--- config.mk ---
export PLATFORM = sky130hd
export DESIGN_NAME = ghost_collision
export DESIGN_NICKNAME = d
export VERILOG_FILES = /design/src/rtl/ghost_collision.sv
export SDC_FILE = /design/constraint.sdc
export NUM_CORES = 1
export LEC_CHECK = 0
export ABC_CLOCK_PERIOD_IN_PS = 6510
export BUFFER_PORTS_ARGS = -buffer_cell sky130_fd_sc_hd__buf_2
export CAP_MARGIN = 20
export CORE_UTILIZATION = 60
export DETAILED_ROUTE_END_ITERATION = 16
export PLACE_DENSITY = 0.88
export SETUP_SLACK_MARGIN = 0.4
export SYNTH_ARGS = -nofsm -noshare
export SYNTH_HDL_FRONTEND = slang
export SYNTH_SLANG_ARGS = --single-unit
--- constraint.sdc ---
create_clock -name clk -period 6.51 [get_ports clk]
set_clock_uncertainty 0.05 [all_clocks]
set_input_delay 0.3255 -clock clk [delete_from_list [all_inputs] [get_ports clk]]
set_output_delay 0.3255 -clock clk [all_outputs]
set_load 0.1 [all_outputs]
--- src/rtl/ghost_collision.sv ---
// Per-frame Pac-Man / ghost collision evaluation with frightened-window tracking
// and the death -> dying hold -> respawn sequence feeding the lives and score logic.
module ghost_collision #(
    parameter int COORD_W       = 10,
    parameter int HIT_DIST      = 8,
    parameter int FRIGHT_FRAMES = 360,
    parameter int DYING_FRAMES  = 120
) (
    input  logic                 clk,
    input  logic                 reset,
    input  logic                 frame_tick,
    input  logic                 halt,
    input  logic [COORD_W-1:0]   pac_x,
    input  logic [COORD_W-1:0]   pac_y,
    input  logic [4*COORD_W-1:0] ghost_x,
    input  logic [4*COORD_W-1:0] ghost_y,
    input  logic                 power_pellet,
    output logic [3:0]           collide,
    output logic [3:0]           ghost_eaten,
    output logic                 frightened,
    output logic                 dying,
    output logic                 respawn
);

    localparam int FR_W = $clog2(FRIGHT_FRAMES + 1);
    localparam int DY_W = $clog2(DYING_FRAMES + 1);

    localparam logic [FR_W-1:0]    FR_LOAD = FR_W'(FRIGHT_FRAMES);
    localparam logic [FR_W-1:0]    FR_ONE  = FR_W'(1);
    localparam logic [DY_W-1:0]    DY_LOAD = DY_W'(DYING_FRAMES);
    localparam logic [DY_W-1:0]    DY_ONE  = DY_W'(1);
    localparam logic [COORD_W:0]   HIT_LIM = (COORD_W + 1)'(HIT_DIST);

    localparam logic [3:0] EV_NONE = 4'b0000;
    localparam logic [3:0] EV_KILL = 4'b0001;
    localparam logic [3:0] EV_EAT  = 4'b0010;

    typedef enum logic [1:0] {
        S_PLAY,
        S_KILL,
        S_DYING,
        S_RESPAWN
    } state_t;

    state_t            state;
    logic [FR_W-1:0]   fright_cnt;
    logic [DY_W-1:0]   dying_cnt;
    logic [3:0]        ovl_p0;
    logic [3:0]        ovl_p1;
    logic              vld_p1;
    logic [3:0]        lethal;
    logic [3:0]        edible;
    logic [3:0]        eat_sel;
    logic              tick_ok;

    // Unsigned distance without wrap: larger minus smaller.
    function automatic logic [COORD_W-1:0] absdiff(input logic [COORD_W-1:0] a,
                                                   input logic [COORD_W-1:0] b);
        return (a >= b) ? (a - b) : (b - a);
    endfunction

    function automatic logic within_hit(input logic [COORD_W-1:0] a,
                                        input logic [COORD_W-1:0] b);
        return ({1'b0, absdiff(a, b)} < HIT_LIM);
    endfunction

    assign tick_ok    = frame_tick && !halt;
    assign frightened = (fright_cnt != '0);
    assign dying      = (state == S_KILL) || (state == S_DYING);

    // Stage p0: combinational per-ghost overlap against the current positions
    always_comb begin
        ovl_p0 = 4'b0000;
        for (int i = 0; i < 4; i++) begin
            ovl_p0[i] = within_hit(pac_x, ghost_x[i*COORD_W +: COORD_W]) &&
                        within_hit(pac_y, ghost_y[i*COORD_W +: COORD_W]);
        end
    end

    // Stage p1: decide from the registered overlap; lowest-index edible ghost wins
    always_comb begin
        lethal  = frightened ? 4'b0000 : (ovl_p1 & ~ghost_eaten);
        edible  = frightened ? (ovl_p1 & ~ghost_eaten) : 4'b0000;
        eat_sel = 4'b0000;
        for (int i = 3; i >= 0; i--) begin
            if (edible[i]) begin
                eat_sel = 4'b0001 << i;
            end
        end
    end

    // Stage p2: registered event, eaten mask, counters and sequencing state
    always_ff @(posedge clk or posedge reset) begin
        if (reset) begin
            state       <= S_PLAY;
            fright_cnt  <= '0;
            dying_cnt   <= '0;
            ovl_p1      <= 4'b0000;
            vld_p1      <= 1'b0;
            collide     <= EV_NONE;
            ghost_eaten <= 4'b0000;
            respawn     <= 1'b0;
        end else begin
            collide <= EV_NONE;
            respawn <= 1'b0;

            if (vld_p1) begin
                vld_p1 <= 1'b0;
            end
            if (tick_ok && state == S_PLAY) begin
                ovl_p1 <= ovl_p0;
                vld_p1 <= 1'b1;
            end

            case (state)
                S_PLAY: begin
                    if (vld_p1) begin
                        if (lethal != 4'b0000) begin
                            state   <= S_KILL;
                            collide <= EV_KILL;
                        end else if (edible != 4'b0000) begin
                            ghost_eaten <= ghost_eaten | eat_sel;
                            collide     <= EV_EAT;
                        end
                    end
                    // Expiry clears the eaten mask after any eat above.
                    if (!halt) begin
                        if (power_pellet) begin
                            fright_cnt <= FR_LOAD;
                        end else if (frame_tick && fright_cnt != '0) begin
                            fright_cnt <= fright_cnt - FR_ONE;
                            if (fright_cnt == FR_ONE) begin
                                ghost_eaten <= 4'b0000;
                            end
                        end
                    end
                end
                S_KILL: begin
                    fright_cnt  <= '0;
                    ghost_eaten <= 4'b0000;
                    dying_cnt   <= DY_LOAD;
                    state       <= S_DYING;
                end
                S_DYING: begin
                    if (tick_ok) begin
                        if (dying_cnt == DY_ONE) begin
                            dying_cnt <= '0;
                            state     <= S_RESPAWN;
                            respawn   <= 1'b1;
                        end else begin
                            dying_cnt <= dying_cnt - DY_ONE;
                        end
                    end
                end
                S_RESPAWN: begin
                    state <= S_PLAY;
                end
                default: begin
                    state <= S_PLAY;
                end
            endcase
        end
    end

endmodule

# --- After elaboration in Yosys (flattened, before gate mapping) ---
# Cells that the tools add are included.
totals:
  word_cells: 116
  reg_bits: 32
  output_inout_bits: 11
  inputBits: 105
op_classes:
  n_reduce_logical: 18
  order_cmp: 16
  eq_ne: 11
  n_bitwise: 3
  muxes: 42
  add_sub_neg: 18
op_table:
  columns: ["cell", "n"]
  rows:
  - ["subtractor 10 bit", 16]
  - [">= comparator 10 bit", 8]
  - ["< comparator 10 x 4 -> 1 bit, second input constant", 8]
  - ["two-way mux 10 bit", 8]
  - ["two-way mux 4 bit", 13]
  - ["two-way mux 9 bit", 3]
  - ["case mux 9 bit (2 select lines)", 1]
  - ["two-way mux 2 bit", 8]
  - ["two-way mux 7 bit", 2]
  - ["case mux 7 bit (2 select lines)", 1]
  - ["== test 9 x 1 -> 1 bit, second input constant", 1]
  - ["nonzero test 9 bit", 1]
  - ["subtractor 9 x 1 -> 9 bit, second input constant", 1]
  - ["case mux 2 bit (4 select lines)", 1]
  - ["case mux 4 bit (2 select lines)", 1]
  - ["nonzero test 4 bit", 2]
  - ["== test 7 x 1 -> 1 bit, second input constant", 1]
  - ["logical AND 1 bit", 7]
  - ["subtractor 7 x 1 -> 7 bit, second input constant", 1]
  - ["!= test 2 bit, second input constant", 3]
  - ["AND 4 bit", 1]
  - ["== test 2 bit, second input constant", 2]
  - ["two-way mux 1 bit", 4]
  - ["!= test 2 x 1 -> 1 bit, second input constant", 2]
  - ["other kinds (11)", 12]

# --- Longest topological paths before layout ---
# Gate-level depths: netlist (run 1).
logic_depth:
  word_depth: 16
  ltp_mapped: 13
  ltp_nobuf: 11

# --- Least setup slack after synthesis (run 1) ---
# No wires, ideal clock.
synth_path:
  path_kind: "input port to flip-flop"
  start: "input pac_x[8]"
  end: "register ovl_p1[3]"
  t_arrival_ns: 3.056
  setup_ns: 0.092
  t_required_ns: 6.368
  path_stages: 12
  path_buffers: 1
  setup_slack_ns: 3.312
  path_cell_list: "inv_1 > ha_1 > buf_6 > and4_4 > and4_4 > a2111oi_4 > o21a_4 > mux2i_1 > mux2i_1 > or4b_1 > a2111o_1 > o31ai_2"
synth_between:
  elab_chain_len: 4
  elab_cells_between_ends: 6
  cone_classes: "2 x add/sub; 2 x order compare; 1 x mux; 1 x reduce/logical"
synth_lines:
  columns: ["element", "line", "text"]
  rows:
  - ["from (decl)", "13", "input logic [COORD_W-1:0] pac_x,"]
  - ["subtractor 10 bit / >= comparator 10 bit (equally long branches)", "59", "return (a >= b) ? (a - b) : (b - a);"]
  - ["two-way mux 10 bit *", "59", null]
  - ["< comparator 10 x 4 -> 1 bit *", "64", "return ({1'b0, absdiff(a, b)} < HIT_LIM);"]
  - ["logical AND 1 bit *", "75", "ovl_p0[i] = within_hit(pac_x, ghost_x[i*COORD_W +: COORD_W]) &&"]
  - ["to (signal assigned)", "111", "ovl_p1 <= ovl_p0;"]
  - ["to (decl)", "49", "logic [3:0] ovl_p1;"]
# Mark *: on every way between the ends. The rest lies on a longest branch, timed or not.
# A chain may end at the register's enable or synchronous reset.

# --- Final worst setup path (run 1) ---
# Ends and elaborated chain as after synthesis.

==> results of run 1 <==
==> worst paths after layout <==
kind                                 end  slack (ns)  cells past startpoint
max                            ovl_p1[3]        2.95                     12
min                           collide[1]         0.1                      2
max reg2reg                    ovl_p1[3]        3.64                      9
min reg2reg                 dying_cnt[4]        0.45                      1
max in group asynchronous      ovl_p1[3]        5.80                      3
min in group clk           fright_cnt[6]        0.42                      3
==> cells by family (layout without fill, tap and decap cells) <==
kind of cell    after synthesis  after routing
xor+xnor                     34             34
fa+ha+maj                   160            160
buf+inv                     157            263
compound gates              297            297
other cells                   1              2
flops                        30             30
simple gates                281            281
mux                          33             33
==> layout by cell type, fill, tap and decap left out, types with 11 or more instances in the layout <==
master / count
nand3_1: 18
a31oi_1: 11
nand2_1: 49
and2_1: 14
nor3_1: 31
buf_2: 113
ha_1: 160
a21oi_1: 67
o21a_1: 21
o211ai_1: 14
nor2_1: 69
xor2_1: 15
mux2_2: 13
xnor2_1: 19
inv_1: 141
a21o_1: 15
mux2i_1: 19
nand4_1: 20
dfrtp_1: 30
o21ai_0: 59
nand2b_1: 16
nor2b_1: 20
==> report_power, final <==
part | total [mW] | internal (mW) | switching, mW
Combinational | 0.979 | 0.377 | 0.602
Sequential | 0.294 | 0.241 | 0.0530
Clock | 0.227 | 0.151 | 0.0763
==> cell type report <==
class,count,share of cell area
Multi-Input combinational cell,807,0.733
Inverter,141,0.0633
Clock buffer,7,0.0171
Clock inverter,1,0.000599
Tap cell,168,0.0251
Timing Repair Buffer,114,0.0709
Sequential cell,30,0.0898
==> worst max-delay path, delay by kind of cell <==
family                     cells  cell delay, ns
AOI/OAI and AO/OA              6            1.61
adders and majority gates      1            0.46
buffers and inverters          2            0.29
and+or+nand+nor                3            1.00
==> layer usage <==
layer  share of wire  global-route usage  up-vias
li1                -                   -     3798
met1            0.43               0.404     3641
met2            0.47               0.547      317
met3           0.065              0.0324       48
met4           0.028               0.116        0
met5               0                   0        -
==> stage by stage <==
| step | area, um^2 | total power [mW] | utilization | std cells |
|---|---|---|---|---|
| detailed placement | 8210 | 1.25 | 0.681 | 1260 |
| global placement | 8180 | 1.23 | 0.679 | 1259 |
| global route | 8360 | 1.62 | 0.693 | 1268 |
| CTS | 8360 | 1.49 | 0.693 | 1268 |
| finish | 8360 | 1.50 | 0.693 | 1268 |
| floorplan | 7490 | 1.02 | - | 994 |
==> cell usage after synthesis, types with 3 or more instances <==
cell type  number
ha_1          160
nand3_1        18
mux2_2         13
o41ai_1         6
nor2_1         69
clkbuf_1       11
o21a_1         21
a21oi_1        67
a2111oi_0       5
o31ai_1        10
and2_1         14
and3_1          6
o21bai_1        8
or3_1          10
o22ai_1         3
inv_1         141
a31oi_1        11
nor4_1          8
o211ai_1       14
a21o_1         15
a211oi_1       10
a221oi_1        6
dfrtp_1        30
a211o_1         4
or4_1           3
o21ai_0        59
mux2i_1        19
a32oi_1         5
xnor2_1        19
o2111ai_1       4
nor3b_1         3
or2_2           6
o31a_1          8
nand2b_1       16
and4_4          3
nor2b_1        20
nand2_1        49
nand4_1        20
a22o_1          4
o221ai_1        4
xor2_1         15
nor3_1         31
==> registers in the layout, indices dropped and copies added (netlist names) <==
name,flops
collide,2
dying_cnt,7
fright_cnt,9
ghost_eaten,4
ovl_p1,4
respawn,1
state,2
vld_p1,1
==> results by group, run 1 <==
Floorplan
  – Core box area: 12,100 um^2
  – Full die area: 12,900 um^2
  – Site Rows: 40
  – Die Span Y: around 110 um
  – Starting Density: 0.620
  – Ports: 116
  – Die width: 114 um

Yosys
  – Post-Synth XOR/XNOR Area: 0.0398
  – Async S/R FF share, synth: 1.00
  – Synth warnings: 0
  – Yosys top cell by area: ha_1
  – Post-Synthesis Cells: 993
  – Synth Area per Inst: 7.53 um^2
  – FF+latch count, synth: 30
  – Largest family of logic cells by synthesized area: compound AO/OA/AOI/OAI gates
  – Count of cell types in the netlist: 76
  – Synth area leaders: ha_1, dfrtp_1, inv_1, a21oi_1, o21ai_0
  – Post-synthesis mux area share: 0.0465
  – Ys flop type: dfrtp_1
  – Synth Area in Simple Gates: 0.191
  – Yosys top cell area share: 0.268
  – Post-Synth Adder-Cell Area: 0.268
  – EDFF count, synth: 0
  – Synth Area in Compound Gates: 0.273
  – Post-Syn Area: 7480 um^2
  – Register area share after synthesis: 0.100

Finish
  – Layout cell share with drive strength beyond 1: 0.139
  – Register Area: around 750 um^2
  – FILL cells: 1,033
  – Multi-input logic area: ~6000 um^2
  – Final #Nets: about 1,400
  – # diodes: 0
  – Area grow syn2layout: 11.7%

STA
  – Final hold slack: 0.0986 ns
  – Fmax: around 280 MHz
  – Slew margin rel.: 0.503
  – Final hold viol count: 0
  – Final min period: 3.56 ns
  – Final worst slack: 2.95 ns
  – Setup_tns: 0 ns
  – Final setup fails: 0
  – Fin. max-slew vios: 0
  – RSZ-0062 raised after global routing: no
  – Crit share post-route: 0.547
  – Worst-margin pin slew: ~0.74 ns

Placement
  – RD Place Congestion: 1.01
  – Port Buffer Count: 113
  – DP Worst Slack: between 2 and 3 ns
  – Post-DP HPWL: 17,400 um

CTS
  – CTS hold repair buffers: 0
  – CTS root buffer: clkbuf_16
  – Clock-pin slew on the worst setup and hold paths: 0.05 ns
  – Clk_lat worst skew: 0.27 ns
  – TritonCTS Buffers: 5
  – Setup bufs post-CTS: 0
  – CTS Buffer Depth: 2
  – CTS H-tree lvls: 2
  – Post-CTS sizing: 0
  – TritonCTS clock tree: yes
  – Num Clock Sinks: 30

Critical path
  – Crit-path slowest cell: or4b_1
  – WS Path Type: in -> reg
  – Most used cell, CP: and4_4
  – CP cell instances: buf_2 -> inv_1 -> ha_1 -> and4_4 -> and4_4 -> a2111oi_4 -> o21ai_1 -> a21boi_1 -> o211ai_1 -> or4b_1 -> a2111o_1 -> o31ai_2
  – CP Capture Type: flop
  – Critical path arrival: around 3.7 ns
  – CP Launch Point: pac_x[8]
  – CP max stage delay: 0.55 ns
  – Worst path required time: 6.64 ns
  – Critical path startpoint category: primary input
  – Largest fanout on the critical path: 10
  – Worst r2r src: state[0]

Global route
  – Largest net degree at the start of global routing: 17
  – Total grt overflow: 0
  – Total Routing Usage GR: 0.315
  – Number of global-route vias before repair: 7,193
  – First-pass GRT wire length: 33,000 um
  – Initial antenna violation count: 0

Drt
  – DR WL/cell: 16.2 um
  – # DRC: 0
  – Post-DRT Antenna Nets: 0
  – DR vias/cell: 6.15
  – DR pass1 iterations: 5
  – Via count: 7,804
  – 1st-iter DRT viols: 508
  – Total wire length: 20,500 um

Job
  – Maximum capacitance violations: 0

Power and ir drop
  – Cell Pwr Density: 179 nW/um^2
  – Peak VDD IR: approximately 120 uV
  – Leak: ~4.3 nW

Worst hold path
  – Hold Crit Class: in -> async

Run status
  – Status: finished, final reports clean
No activity file was read; power rests on OpenSTA's default activity.
==> run 2: changes to the inputs <==
Settings changed: ABC_CLOCK_PERIOD_IN_PS 6510 to 3700.
Clock period 6.51 ns to 3.7 ns, I/O delays scaled along.
==> run 2 against run 1 <==
- sequential share of layout area shrank 0.16 points
- setup slack lost 2.5 ns
- sequential cell count is the same
- register-to-register slack lost 2.7 ns
- hold slack gained 0.17 ns
- wire length grew 1.7%
- non-clock buffer count grew 14
- critical path depth is the same
- critical endpoint unchanged
- largest power group unchanged
- highest routed layer unchanged
==> results by group, run 2 (synthesis gave the netlist of run 1 again) <==
Run status
  – Status: finished, final reports clean

CTS
  – CTS root buffer: clkbuf_16
  – Num Clock Sinks: 30 (unchanged)
  – TritonCTS Buffers: 5 (unchanged)
  – Clk_lat worst skew: 0.28 ns (about the same)
  – CTS Buffer Depth: 2 (unchanged)
  – CTS H-tree lvls: 2 (unchanged)
  – Clock-pin slew on the worst setup and hold paths: 0.05 ns (about the same)
  – TritonCTS clock tree: yes

Critical path
  – R2R Path End: fright_cnt[7]
  – Reg2Reg Depth: 8 (-1)
  – Reg2Reg Setup Slack: 0.91 ns (-2.73 ns)
  – Largest fanout on the critical path: 7 (-3)
  – Critical path arrival: 3.36 ns (-0.33 ns)
  – Worst r2r src: fright_cnt[5]
  – Worst path required time: 3.83 ns (-2.81 ns)
  – CP Capture Type: flop
  – CP Launch Point: pac_x[7]
  – Critical path startpoint category: primary input
  – Worst Setup EP: ovl_p1[3]
  – WS Path Type: in -> reg

Drt
  – # DRC: 0 (unchanged)
  – 1st-iter DRT viols: 576 (+13%)
  – Post-DRT Antenna Nets: 0 (unchanged)
  – DR pass1 iterations: 5 (unchanged)
  – Total wire length: 20,800 um (+1.7%)
  – DR WL/cell: 16.3 um (+0.54%)
  – DR vias/cell: 6.11 (-0.80%)
  – Via count: 7,827 (+0.29%)

Finish
  – Register Area: 751 um^2 (unchanged)
  – Highest-count cells in the layout ignoring fill and taps: ha_1, inv_1, buf_2
  – # diodes: 0 (unchanged)
  – Regs by FF count: fright_cnt: 9 flops, dying_cnt: 7 flops
  – FILL cells: 1,018 (-1.5%)
  – Multi-input logic area: 6170 um^2 (+0.65%)
  – Commonest non-fill, non-tap cell in the layout: ha_1
  – Final #Nets: 1,378 (+1.0%)
  – Area grow syn2layout: 13.7%
  – Post-route insts no fill: 1,282 (+1.1%)
  – Largest reg by FF count: fright_cnt
  – Layout cell share with drive strength beyond 1: 0.157 (+0.0180)
  – Max FFs per register: 9 (unchanged)

Global route
  – Total grt overflow: 0 (unchanged)
  – First-pass GRT wire length: 34,000 um (+3.1%)
  – Met3 usage: 0.0250 (-0.00744)
  – Initial antenna violation count: 0 (unchanged)
  – Global-route track usage on met1: 0.429 (+0.0248)
  – Number of global-route vias before repair: 7,348 (+2.2%)
  – Met2 Use GR: 0.555 (+0.00813)
  – Most Crowded Layer GR: met2
  – Total Routing Usage GR: 0.323 (+0.00712)
  – Largest net degree at the start of global routing: 25 (+8)

Power and ir drop
  – Cell Pwr Density: 318 nW/um^2 (+77%)
  – Leak: 4.40 nW (+1.6%)
  – Peak VDD IR: 247 uV (+99%)
  – Tot Pwr: 2.70 mW (+80%)

STA
  – Fmax: 309 MHz
  – Worst-margin pin slew: 0.717 ns (-0.0184 ns)
  – Final min period: approximately 3.2 ns
  – Final hold slack: 0.268 ns (+0.169 ns)
  – Final setup fails: 0 (unchanged)
  – Final worst slack: 0.469 ns (-2.48 ns)
  – Fin. max-slew vios: 0 (unchanged)
  – Setup_tns: 0 ns (unchanged)
  – RSZ-0062 raised after global routing: yes
  – Crit share post-route: 0.873
  – Slew margin rel.: 0.516 (+0.0124)
  – Final hold viol count: 0 (unchanged)

Placement
  – Inst Count DP: 1,272 (+0.95%)
  – DP Worst Slack: 0.135 ns (-2.58 ns)
  – RD Place Congestion: 0.999 (-1.0%)
  – Port Buffer Count: 113 (unchanged)
  – Post-DP HPWL: 17,500 um (+0.39%)

Floorplan
  – Die width: 114 um (unchanged)
  – Ports: 116 (unchanged)
  – Full die area: 12,900 um^2 (unchanged)
  – Die Span Y: 114 um (unchanged)
  – Core box area: 12,100 um^2 (unchanged)
  – Site Rows: 40 (unchanged)
  – Starting Density: 0.620 (unchanged)

Worst hold path
  – Hold Crit Class: in -> reg

Job
  – Maximum capacitance violations: 0 (unchanged)
==> run 2: worst min-delay path by stage <==
stage | from | cells after the start | endpoint | slack (ns)
2_1_floorplan | reset | 1 | collide[0] | 0.23
3_3_place_gp | dying_cnt[4] | 1 | dying_cnt[4] | 0.42
3_5_place_dp | reset | 2 | fright_cnt[8] | 0.11
4_1_cts | power_pellet | 3 | fright_cnt[3] | 0.25
5_1_grt | power_pellet | 3 | fright_cnt[3] | 0.29
6_report | power_pellet | 3 | fright_cnt[3] | 0.27
==> run 2: per-stage QoR <==
step	instance area, um^2	util
after floorplan	7490	-
after global placement	8270	0.686
after detailed placement	8300	0.688
after CTS	8460	0.701
after global routing	8510	0.705
final	8510	0.705
==> run 2: cell type report <==
type	count	share of cell area
Multi-Input combinational cell	807	0.725
Sequential cell	30	0.0882
Timing Repair Buffer	128	0.0824
Inverter	141	0.0622
Tap cell	168	0.0247
Clock buffer	7	0.0168
Clock inverter	1	0.000588
==> run 2: metal layers <==
layer | routed length (um) | up-vias | share of wire
li1 | - | 3811 | -
met1 | 9260 | 3644 | 0.44
met2 | 9680 | 324 | 0.46
met3 | 1320 | 48 | 0.063
met4 | 585 | 0 | 0.028
met5 | 0 | - | 0
==> run 2: what timing repair did <==
item | in CTS | in global routing
endpoints found under the setup margin | 0 | 3
endpoints found under the hold margin | 6 | 0
gates resized for setup | 0 | 11
hold buffers | 1 | 0
setup buffers | 0 | 1
==> run 2: critical path: stages <==
cell and delay [ns]:
buf_2 0.16, inv_2 0.09, ha_1 0.33, a21o_1 0.20, a21o_1 0.21, a2111oi_4 0.60, o21a_4 0.25, mux2i_2 0.23
mux2i_1 0.09, or4b_1 0.50, a2111o_1 0.31, o31ai_2 0.20
==> run 2: where the power goes <==
group / internal (mW) / switching (mW) / leakage [nW]
Combinational: 0.691 / 1.08 / 3.94
Clock: 0.266 / 0.144 / 0.0739
Sequential: 0.423 / 0.0932 / 0.380
==> run 3: changes to the inputs <==
Settings changed: ABC_CLOCK_PERIOD_IN_PS 3700 to 3600.
Clock period 3.7 ns to 3.6 ns, I/O delays scaled along.
==> run 3 against run 2 <==
- power is 3.6% higher
- global-route usage rose by 0.27 points
- cell count increased by 1.1%
- combinational power increased by 4%
- sequential share of layout area decreased by 0.12 points
- critical endpoint unchanged
- cell area is 1.4% higher
- clock power increased by 2%
- wire length up 1.2%
- sequential cell count stayed put
==> results by group, run 3 (synthesis gave the netlist of run 1 again) <==
Finish
  – Highest-count cells in the layout ignoring fill and taps: ha_1, inv_1, buf_2
  – Layout cell share with drive strength beyond 1: 0.170 (+0.0131)
  – Fin util: 0.715 (+0.00954)
  – Largest reg by FF count: fright_cnt
  – Max FFs per register: 9 (unchanged)
  – Area grow syn2layout: 15.2%
  – Final #Nets: 1,392 (+1.0%)
  – Commonest non-fill, non-tap cell in the layout: ha_1
  – Regs by FF count: fright_cnt: 9 flops, dying_cnt: 7 flops
  – # diodes: 0 (unchanged)
  – Post-route insts no fill: 1,296 (+1.1%)

Drt
  – Post-DRT Antenna Nets: 0 (unchanged)
  – 1st-iter DRT viols: 657 (+14%)
  – Via count: 7,897 (+0.89%)
  – # DRC: 0 (unchanged)
  – DR vias/cell: 6.09 (-0.20%)
  – Total wire length: 21,100 um (+1.2%)
  – DR WL/cell: 16.3 um (about the same)
  – DR pass1 iterations: 5 (unchanged)

STA
  – RSZ-0062 raised after global routing: yes
  – Worst-margin pin slew: 0.645 ns (-0.0716 ns)
  – Crit share post-route: 0.886
  – Slew margin rel.: 0.564 (+0.0484)
  – Fin. max-slew vios: 0 (unchanged)
  – Final min period: between 3 and 4 ns
  – Setup_tns: 0 ns (unchanged)
  – Final hold viol count: 0 (unchanged)
  – Final hold slack: 0.252 ns (-0.0159 ns)
  – Fmax: 314 MHz
  – Final setup fails: 0 (unchanged)

Global route
  – Number of global-route vias before repair: 7,364 (+0.22%)
  – Largest net degree at the start of global routing: 31 (+24%)
  – First-pass GRT wire length: 34,100 um (+0.45%)
  – Total grt overflow: 0 (unchanged)
  – Initial antenna violation count: 0 (unchanged)
  – Total Routing Usage GR: 0.325 (+0.00273)

Power and ir drop
  – Sw Ratio: 0.486 (-0.00361)
  – Switch Pwr: 1.36 mW (+2.8%)
  – Gate power share: 0.662 (+0.005)
  – Cell Pwr Density: 325 nW/um^2 (+2.2%)
  – Clock Power Share: 0.149 (-0.003)
  – Tot Pwr: 2.80 mW (+3.6%)
  – Leak: 4.47 nW (+1.5%)
  – Sequential share of power: 0.190 (about the same)
  – Internal power: 1.44 mW (+4.3%)
  – Peak VDD IR: 236 uV (-4.2%)

Critical path
  – CP max stage delay: 0.45 ns (-0.15 ns)
  – Critical path startpoint category: primary input
  – Largest fanout on the critical path: 5 (-2)
  – Crit-path slowest cell: a221oi_1
  – Most used cell, CP: o31ai_2
  – Crit path max-delay family: compound AO/OA/AOI/OAI gates
  – CP cell instances: buf_2 -> inv_1 -> ha_1 -> nor2b_1 -> o31ai_2 -> a21oi_1 -> a21boi_4 -> mux2_2 -> a221oi_1 -> xor2_1 -> nand4_1 -> o31ai_2
  – Buffers & Inverters on Critical Path: 2 (unchanged)
  – Critical path arrival: 3.33 ns (-0.03 ns)
  – Worst path required time: 3.74 ns (-0.09 ns)
  – WS Path Type: in -> reg
  – CP Capture Type: flop

Floorplan
  – Site Rows: 40 (unchanged)
  – Starting Density: 0.620 (unchanged)
  – Die width: 114 um (unchanged)
  – Full die area: 12,900 um^2 (unchanged)
  – Die Span Y: 114 um (unchanged)
  – Core box area: 12,100 um^2 (unchanged)
  – Ports: 116 (unchanged)

Worst hold path
  – Hold Crit Class: in -> reg

Placement
  – Inst Count DP: 1,283 (+0.86%)
  – Port Buffer Count: 113 (unchanged)
  – RD Place Congestion: 0.991 (-0.80%)
  – Post-DP HPWL: 17,400 um (-0.34%)

CTS
  – Clock-pin slew on the worst setup and hold paths: 0.05 ns (about the same)
  – Clk_lat worst skew: 0.28 ns (about the same)
  – TritonCTS clock tree: yes
  – Num Clock Sinks: 30 (unchanged)
  – CTS Buffer Depth: 2 (unchanged)
  – CTS root buffer: clkbuf_16
  – TritonCTS Buffers: 5 (unchanged)
  – CTS H-tree lvls: 2 (unchanged)

Job
  – Maximum capacitance violations: 0 (unchanged)

Run status
  – Status: finished, final reports clean
run 3: metrics by stage:
stage	area, um^2	setup slack [ns]
4_1_cts	8530	0.414
2_1_floorplan	7490	0.548
3_3_place_gp	8360	0.178
6_report	8620	0.412
5_1_grt	8620	0.293
3_5_place_dp	8360	0.0912
run 3: cell type report:
class / count / area [um^2]
multi-input cells: 807 / 6200
fillers: 966 / 3440
repair buffers: 142 / 786
flip-flops and latches: 30 / 751
inverters: 141 / 529
well taps: 168 / 210
clock buffers: 7 / 143
clock inverters: 1 / 5.00
run 3: layer usage:
metal | routed length [um] | global-route usage | vias up
met5 | 0 | 0 | -
met2 | 10100 | 0.570 | 321
met1 | 9020 | 0.418 | 3676
li1 | - | - | 3847
met4 | 527 | 0.104 | 0
met3 | 1460 | 0.0345 | 53
run 3: worst register-to-register path, stage by stage (launching register included):
cell and delay, ns:
dfrtp_1 0.37, inv_1 0.10, ha_1 0.16, buf_4 0.16, nand2_1 0.25, a21oi_1 0.24
o311a_2 0.20, o211ai_1 0.07, or4b_1 0.55, a2111o_1 0.31, o31ai_2 0.18
run 3: power by group through the flow:
stage	registers (mW)	clock network, mW	logic [mW]
final	0.531	0.417	1.85
after global routing	0.548	0.439	2.03
after CTS	0.527	0.422	1.78
after detailed placement	0.531	0	1.77
after global placement	0.527	0	1.73
after floorplan	0.529	0	1.32
run 3: what timing repair did:
item,in CTS,in global routing
hold buffers,1,0
endpoints found under the setup margin,1,3
resized for setup,0,16
setup buffers,1,3
pin swaps,1,2
endpoints found under the hold margin,30,0
run 3: worst paths after layout:
kind | start | endpoint | slack, ns | depth (start not counted)
max | pac_y[1] | ovl_p1[3] | 0.41 | 12
min | power_pellet | fright_cnt[6] | 0.25 | 3
max reg2reg | state[0] | ovl_p1[3] | 0.87 | 10
min reg2reg | dying_cnt[4] | dying_cnt[4] | 0.43 | 1
max in group asynchronous | reset | ovl_p1[0] | 2.75 | 4
min in group asynchronous | reset | fright_cnt[8] | 0.48 | 4
